--- src/rtl/int_pkg.sv ---
// Shared definitions for the external interrupt source: debounce states,
// line indices and the mapping of lines onto CAUSE IP bits.
package int_pkg;

  typedef enum logic [1:0] {
    LOW,
    RISE_WAIT,
    HIGH,
    FALL_WAIT
  } db_state_t;

  localparam int INT_TIMER     = 0;
  localparam int INT_BTN       = 1;
  localparam int CAUSE_IP_BASE = 6;

  // Line i is observed by software as CAUSE.IP(6+i).
  function automatic int cause_ip_bit(input int line);
    return CAUSE_IP_BASE + line;
  endfunction

endpackage

--- src/rtl/debounce.sv ---
// Two-flop synchronizer followed by a four-state debounce FSM; emits a
// registered one-cycle pulse when the debounced level rises.
module debounce
  import int_pkg::*;
#(
  parameter int DEBOUNCE_CYCLES = 16
) (
  input  logic clk,
  input  logic rst,
  input  logic raw,
  output logic level,
  output logic rise_evt
);

  localparam int CNT_W = $clog2(DEBOUNCE_CYCLES + 1);
  localparam logic [CNT_W-1:0] CNT_MAX = CNT_W'(DEBOUNCE_CYCLES);
  localparam logic [CNT_W-1:0] CNT_ONE = CNT_W'(1);

  logic            sync_p0;
  logic            btn_s;
  db_state_t       state;
  logic [CNT_W-1:0] cnt;

  always_ff @(posedge clk or negedge rst) begin
    if (!rst) begin
      sync_p0  <= 1'b0;
      btn_s    <= 1'b0;
      state    <= LOW;
      cnt      <= '0;
      rise_evt <= 1'b0;
    end else begin
      sync_p0  <= raw;
      btn_s    <= sync_p0;
      rise_evt <= 1'b0;
      case (state)
        LOW: begin
          if (btn_s) begin
            state <= RISE_WAIT;
            cnt   <= CNT_ONE;
          end
        end
        RISE_WAIT: begin
          if (!btn_s) begin
            state <= LOW;
          end else if (cnt == CNT_MAX) begin
            state    <= HIGH;
            rise_evt <= 1'b1;
          end else begin
            cnt <= cnt + CNT_ONE;
          end
        end
        HIGH: begin
          if (!btn_s) begin
            state <= FALL_WAIT;
            cnt   <= CNT_ONE;
          end
        end
        FALL_WAIT: begin
          if (btn_s) begin
            state <= HIGH;
          end else if (cnt == CNT_MAX) begin
            state <= LOW;
          end else begin
            cnt <= cnt + CNT_ONE;
          end
        end
        default: state <= LOW;
      endcase
    end
  end

  assign level = (state == HIGH) || (state == FALL_WAIT);

endmodule

--- src/rtl/int_source.sv ---
// External interrupt source: periodic timer plus debounced button, each held
// as a level request with a sticky overrun flag until acknowledged.
module int_source
  import int_pkg::*;
#(
  parameter int DEBOUNCE_CYCLES = 16,
  parameter int TIMER_WIDTH     = 16
) (
  input  logic                   clk,
  input  logic                   rst,
  input  logic                   btn_raw,
  input  logic                   timer_en,
  input  logic [TIMER_WIDTH-1:0] timer_period,
  input  logic [1:0]             int_ack,
  output logic [1:0]             interrupt,
  output logic [1:0]             overrun
);

  localparam logic [TIMER_WIDTH-1:0] TMR_ONE = TIMER_WIDTH'(1);

  logic                   btn_level;
  logic                   btn_evt;
  logic [TIMER_WIDTH-1:0] count;
  logic                   tmr_evt;
  logic [1:0]             evt;

  debounce #(
    .DEBOUNCE_CYCLES(DEBOUNCE_CYCLES)
  ) u_btn_debounce (
    .clk     (clk),
    .rst     (rst),
    .raw     (btn_raw),
    .level   (btn_level),
    .rise_evt(btn_evt)
  );

  // Timer stage: >= compare lets a period lowered mid-count fire immediately.
  always_ff @(posedge clk or negedge rst) begin
    if (!rst) begin
      count   <= '0;
      tmr_evt <= 1'b0;
    end else begin
      tmr_evt <= 1'b0;
      if (!timer_en || (timer_period == '0)) begin
        count <= '0;
      end else if (count >= timer_period - TMR_ONE) begin
        count   <= '0;
        tmr_evt <= 1'b1;
      end else begin
        count <= count + TMR_ONE;
      end
    end
  end

  // rise_evt only ever asserts while the debounced level is high.
  always_comb begin
    evt            = 2'b00;
    evt[INT_TIMER] = tmr_evt;
    evt[INT_BTN]   = btn_evt & btn_level;
  end

  // Pending stage: a new event beats a same-cycle acknowledge.
  always_ff @(posedge clk or negedge rst) begin
    if (!rst) begin
      interrupt <= 2'b00;
      overrun   <= 2'b00;
    end else begin
      for (int i = 0; i < 2; i++) begin
        if (evt[i]) begin
          interrupt[i] <= 1'b1;
          if (int_ack[i]) begin
            overrun[i] <= 1'b0;
          end else if (interrupt[i]) begin
            overrun[i] <= 1'b1;
          end
        end else if (int_ack[i]) begin
          interrupt[i] <= 1'b0;
          overrun[i]   <= 1'b0;
        end
      end
    end
  end

endmodule

--- config.mk ---
export PLATFORM = sky130hd
export DESIGN_NAME = int_source
export DESIGN_NICKNAME = d
export VERILOG_FILES = /design/src/rtl/int_pkg.sv /design/src/rtl/debounce.sv /design/src/rtl/int_source.sv
export SDC_FILE = /design/constraint.sdc
export NUM_CORES = 1
export LEC_CHECK = 0
export ABC_AREA = 1
export BUFFER_PORTS_ARGS = -buffer_cell sky130_fd_sc_hd__buf_2
export CORE_MARGIN = 3
export CORE_UTILIZATION = 27
export CTS_BUF_LIST = sky130_fd_sc_hd__clkbuf_4 sky130_fd_sc_hd__clkbuf_8
export DETAILED_ROUTE_END_ITERATION = 12
export PLACE_DENSITY = 0.44
export SLEW_MARGIN = 10
export SYNTH_ARGS = -nofsm -noshare
export SYNTH_HDL_FRONTEND = slang
export SYNTH_SLANG_ARGS = --single-unit
--- constraint.sdc ---
create_clock -name clk -period 2.2 [get_ports clk]
set_input_delay 0.33 -clock clk [delete_from_list [all_inputs] [get_ports clk]]
set_output_delay 0.33 -clock clk [all_outputs]
set_load 0.005 [all_outputs]
==> results.ini <==
[clock_network]
numCtsBuffers=5
numClockSinks=31
clockBufferDepth=2
root_buffer=clkbuf_8
clk_pin_slew_ps=70
htreeDepth=2
cts_tree=built
clock_latency_ps=280
hold_buffers=0

[pwr]
combPwrFrac_pct=16.1
intPower_mw=1.06
swShare_pct=24.6
switching_power_mw=0.346
ir_drop_uv=352
seqPwrFrac_pct=43.0
total_leakage_power_nw=1.47
clock_power_share_pct=40.9
p_per_area_nw_per_um2=468
power_mw=1.41

[logic_synthesis]
ys.warnings.count=0
ys_seq_area_share_pct=34.0
synth_cell_types=26
yosysTopAreaCell=dfrtp_1
synthCells=277
syn-cell-area_um2=2280
syn_nets=319
synth_top_cells_by_area=dfrtp_1, ha_1, nand2_1, xor2_1, inv_1
avgSynthCellArea_um2=8.23
ys_ff_latch=31
synth_top_area_share_pct=34.0

[detailed_routing]
vias=1874
finalWirelength_um=4490
drtIter0Drc=72
first_pass_iters=4
final_antenna_net_count=0
vias_per_cell=4.25
wl_per_cell_um=10.2
drcViolationCount=0

[floorplan]
placementRows=32
die-area_um2=9580
core_um2=7970
num_io_pins=26
initial_utilization_pct=28.6
die_h_um=97.9
fp.dieW_um=97.9

[worst_setup_path]
endpoint_kind=flop
reg2reg_to=count[3]
r2r-start=count[5]
critical_path.max_fanout=8
cp.required_ps=2370
path_class=in -> reg
reg2reg_slack_ps=490
cp-start-kind=primary input
reg2reg_depth=11
arrival_ps=2240

[global_route]
globalRouteMet1Util_pct=13.8
grt_use_met3_pct=2.79
gr-total-overflow=0
grt_pass1_vias=1748
antenna_found_initial=0
grt_use_total_pct=9.87
grt_busiest_layer=met2
grt_pass1_wl_um=7770
met2_usage_pct=15.1
grt_max_degree=32

[sta]
fin_setup_tns_ps=0
clock.fmax_mhz=481
hold_viol_final=0
worst_slew_pin_slew_ps=699
period_share_pct=94.4
drv_slew=0
timing.slew.headroom_pct=53.4
setup_viol=0
fin_worst_skew_ps=13.6
layout_min_cycle_time_ps=2080
rsz0062_at_grt=yes

[finish]
diodes=0
fin_nets=380
synthToLayoutAreaGrowth_pct=31.7
drive_above_1_share_pct=33.0

[placed_design]
dp.final_hpwl_um=3510
place.gp.congestion=0.741
portBuffers=25

[flow_run]
max_cap_viol_count=0

[worst_hold_path]
worstHoldPathType=in -> async

[outcome]
status=complete, no violations

synth_stat cells:
library cell	count
a21boi_0	1
a21boi_4	1
a21o_1	1
a21oi_1	6
buf_12	1
dfrtp_1	31
ha_1	20
inv_1	40
inv_2	2
nand2_1	56
nand2_2	2
nand3_1	19
nand3_2	2
nand3_4	1
nand3b_1	1
nand4_1	5
nor2_1	25
nor2_2	7
nor2_4	11
nor3_1	5
nor3_2	1
nor3_4	1
o21ai_0	7
o21bai_1	2
xnor2_1	5
xor2_1	24
power groups by stage:
stage               sequential [mW]  clock, mW  combinational, mW
CTS                           0.604      0.595              0.211
detailed placement            0.615          0              0.200
floorplan                     0.610          0              0.113
finish                        0.604      0.575              0.227
global placement              0.615          0              0.199
global route                  0.606      0.616              0.257
area by class of cell:
type                       instances  area (um^2)
tap                              102          128
timing repair buffer              55          405
clock buffer                       6         82.6
clock inverter                     2         35.0
multi-input combinational        203         1410
sequential                        31          776
fill                             845         4970
inverter                          42          163
critical path, cell delays in order:
cell and delay (ps):
buf_2 140, nor2_4 100, nand3_2 110, nor3_4 290, nand2_1 100, xor2_1 150, ha_1 310, nand4_1 150
nor2_1 150, nand2_2 90, nand3_4 110, buf_16 170, nor2_4 30
layer usage:
metal  share of wire [%]  vias to the layer above
met3                 2.6                        4
met2                  46                       20
met5                   0                        -
met1                  50                      853
li1                    -                      997
met4                0.98                        0
repair_timing:
item,in CTS,in global routing
setup endpoints to repair,16,17
pin swaps,2,15
gates cloned,1,0
buffers inserted,1,3
resized for setup,4,28
sequential cells by signal (all words and copies together) (netlist names), named ones only:
register,count
count,16
u_btn_debounce.cnt,5
interrupt,2
overrun,2
tmr_evt,1
u_btn_debounce.btn_s,1
u_btn_debounce.rise_evt,1
u_btn_debounce.state,1
u_btn_debounce.sync_p0,1
how the worst max path moves through the flow:
stage,from,end
after detailed placement,timer_period[0],count[1]
after global placement,timer_period[0],count[0]
final,timer_period[3],count[7]
after floorplan,timer_period[0],count[9]
after global routing,timer_period[2],count[3]
after CTS,timer_period[1],count[1]
cells in the final DEF, fill, tap and decap left out, types with 2 or more instances in the layout:
| cell type | netlist | routed |
|---|---|---|
| nand2_1 | 56 | 53 |
| o21ai_0 | 7 | 6 |
| inv_1 | 40 | 36 |
| ha_4 | 0 | 2 |
| xnor2_1 | 5 | 5 |
| nand2_2 | 2 | 5 |
| buf_4 | 0 | 27 |
| nand3_1 | 19 | 17 |
| xor2_1 | 24 | 24 |
| clkbuf_8 | 0 | 6 |
| o21bai_1 | 2 | 2 |
| nor2_2 | 7 | 11 |
| nor2_1 | 25 | 18 |
| inv_4 | 0 | 2 |
| dfrtp_1 | 31 | 31 |
| buf_2 | 0 | 22 |
| a21oi_1 | 6 | 4 |
| nor3_2 | 1 | 2 |
| nor3_1 | 5 | 4 |
| nor2_4 | 11 | 14 |
| buf_6 | 0 | 4 |
| a21oi_2 | 0 | 2 |
| nand3_2 | 2 | 4 |
| nand4_1 | 5 | 5 |
| ha_1 | 20 | 18 |
| inv_2 | 2 | 4 |
per-stage QoR:
step                cell area [um^2]  cells  setup WS, ps  utilization [%]  hold slack [ps]
global route                    3000    441         -39.1             37.7              154
detailed placement              2710    428          -411             34.1              338
floorplan                       2280    277          5.04                -             34.4
global placement                2710    428          -415             34.1              339
finish                          3000    441           123             37.7              101
CTS                             2880    438          6.70             36.2              125
cell families (layout without fill, tap and decap cells):
logic type	count (synthesis)	count (layout)	synth area share (%)
simple gates	136	136	31.0
compound gates	18	18	5.00
buf+inv	43	105	7.80
flops	31	31	34.0
fa+ha+maj	20	20	11.0
xor+xnor	29	29	11.1
(Power assumes the default switching activity.)
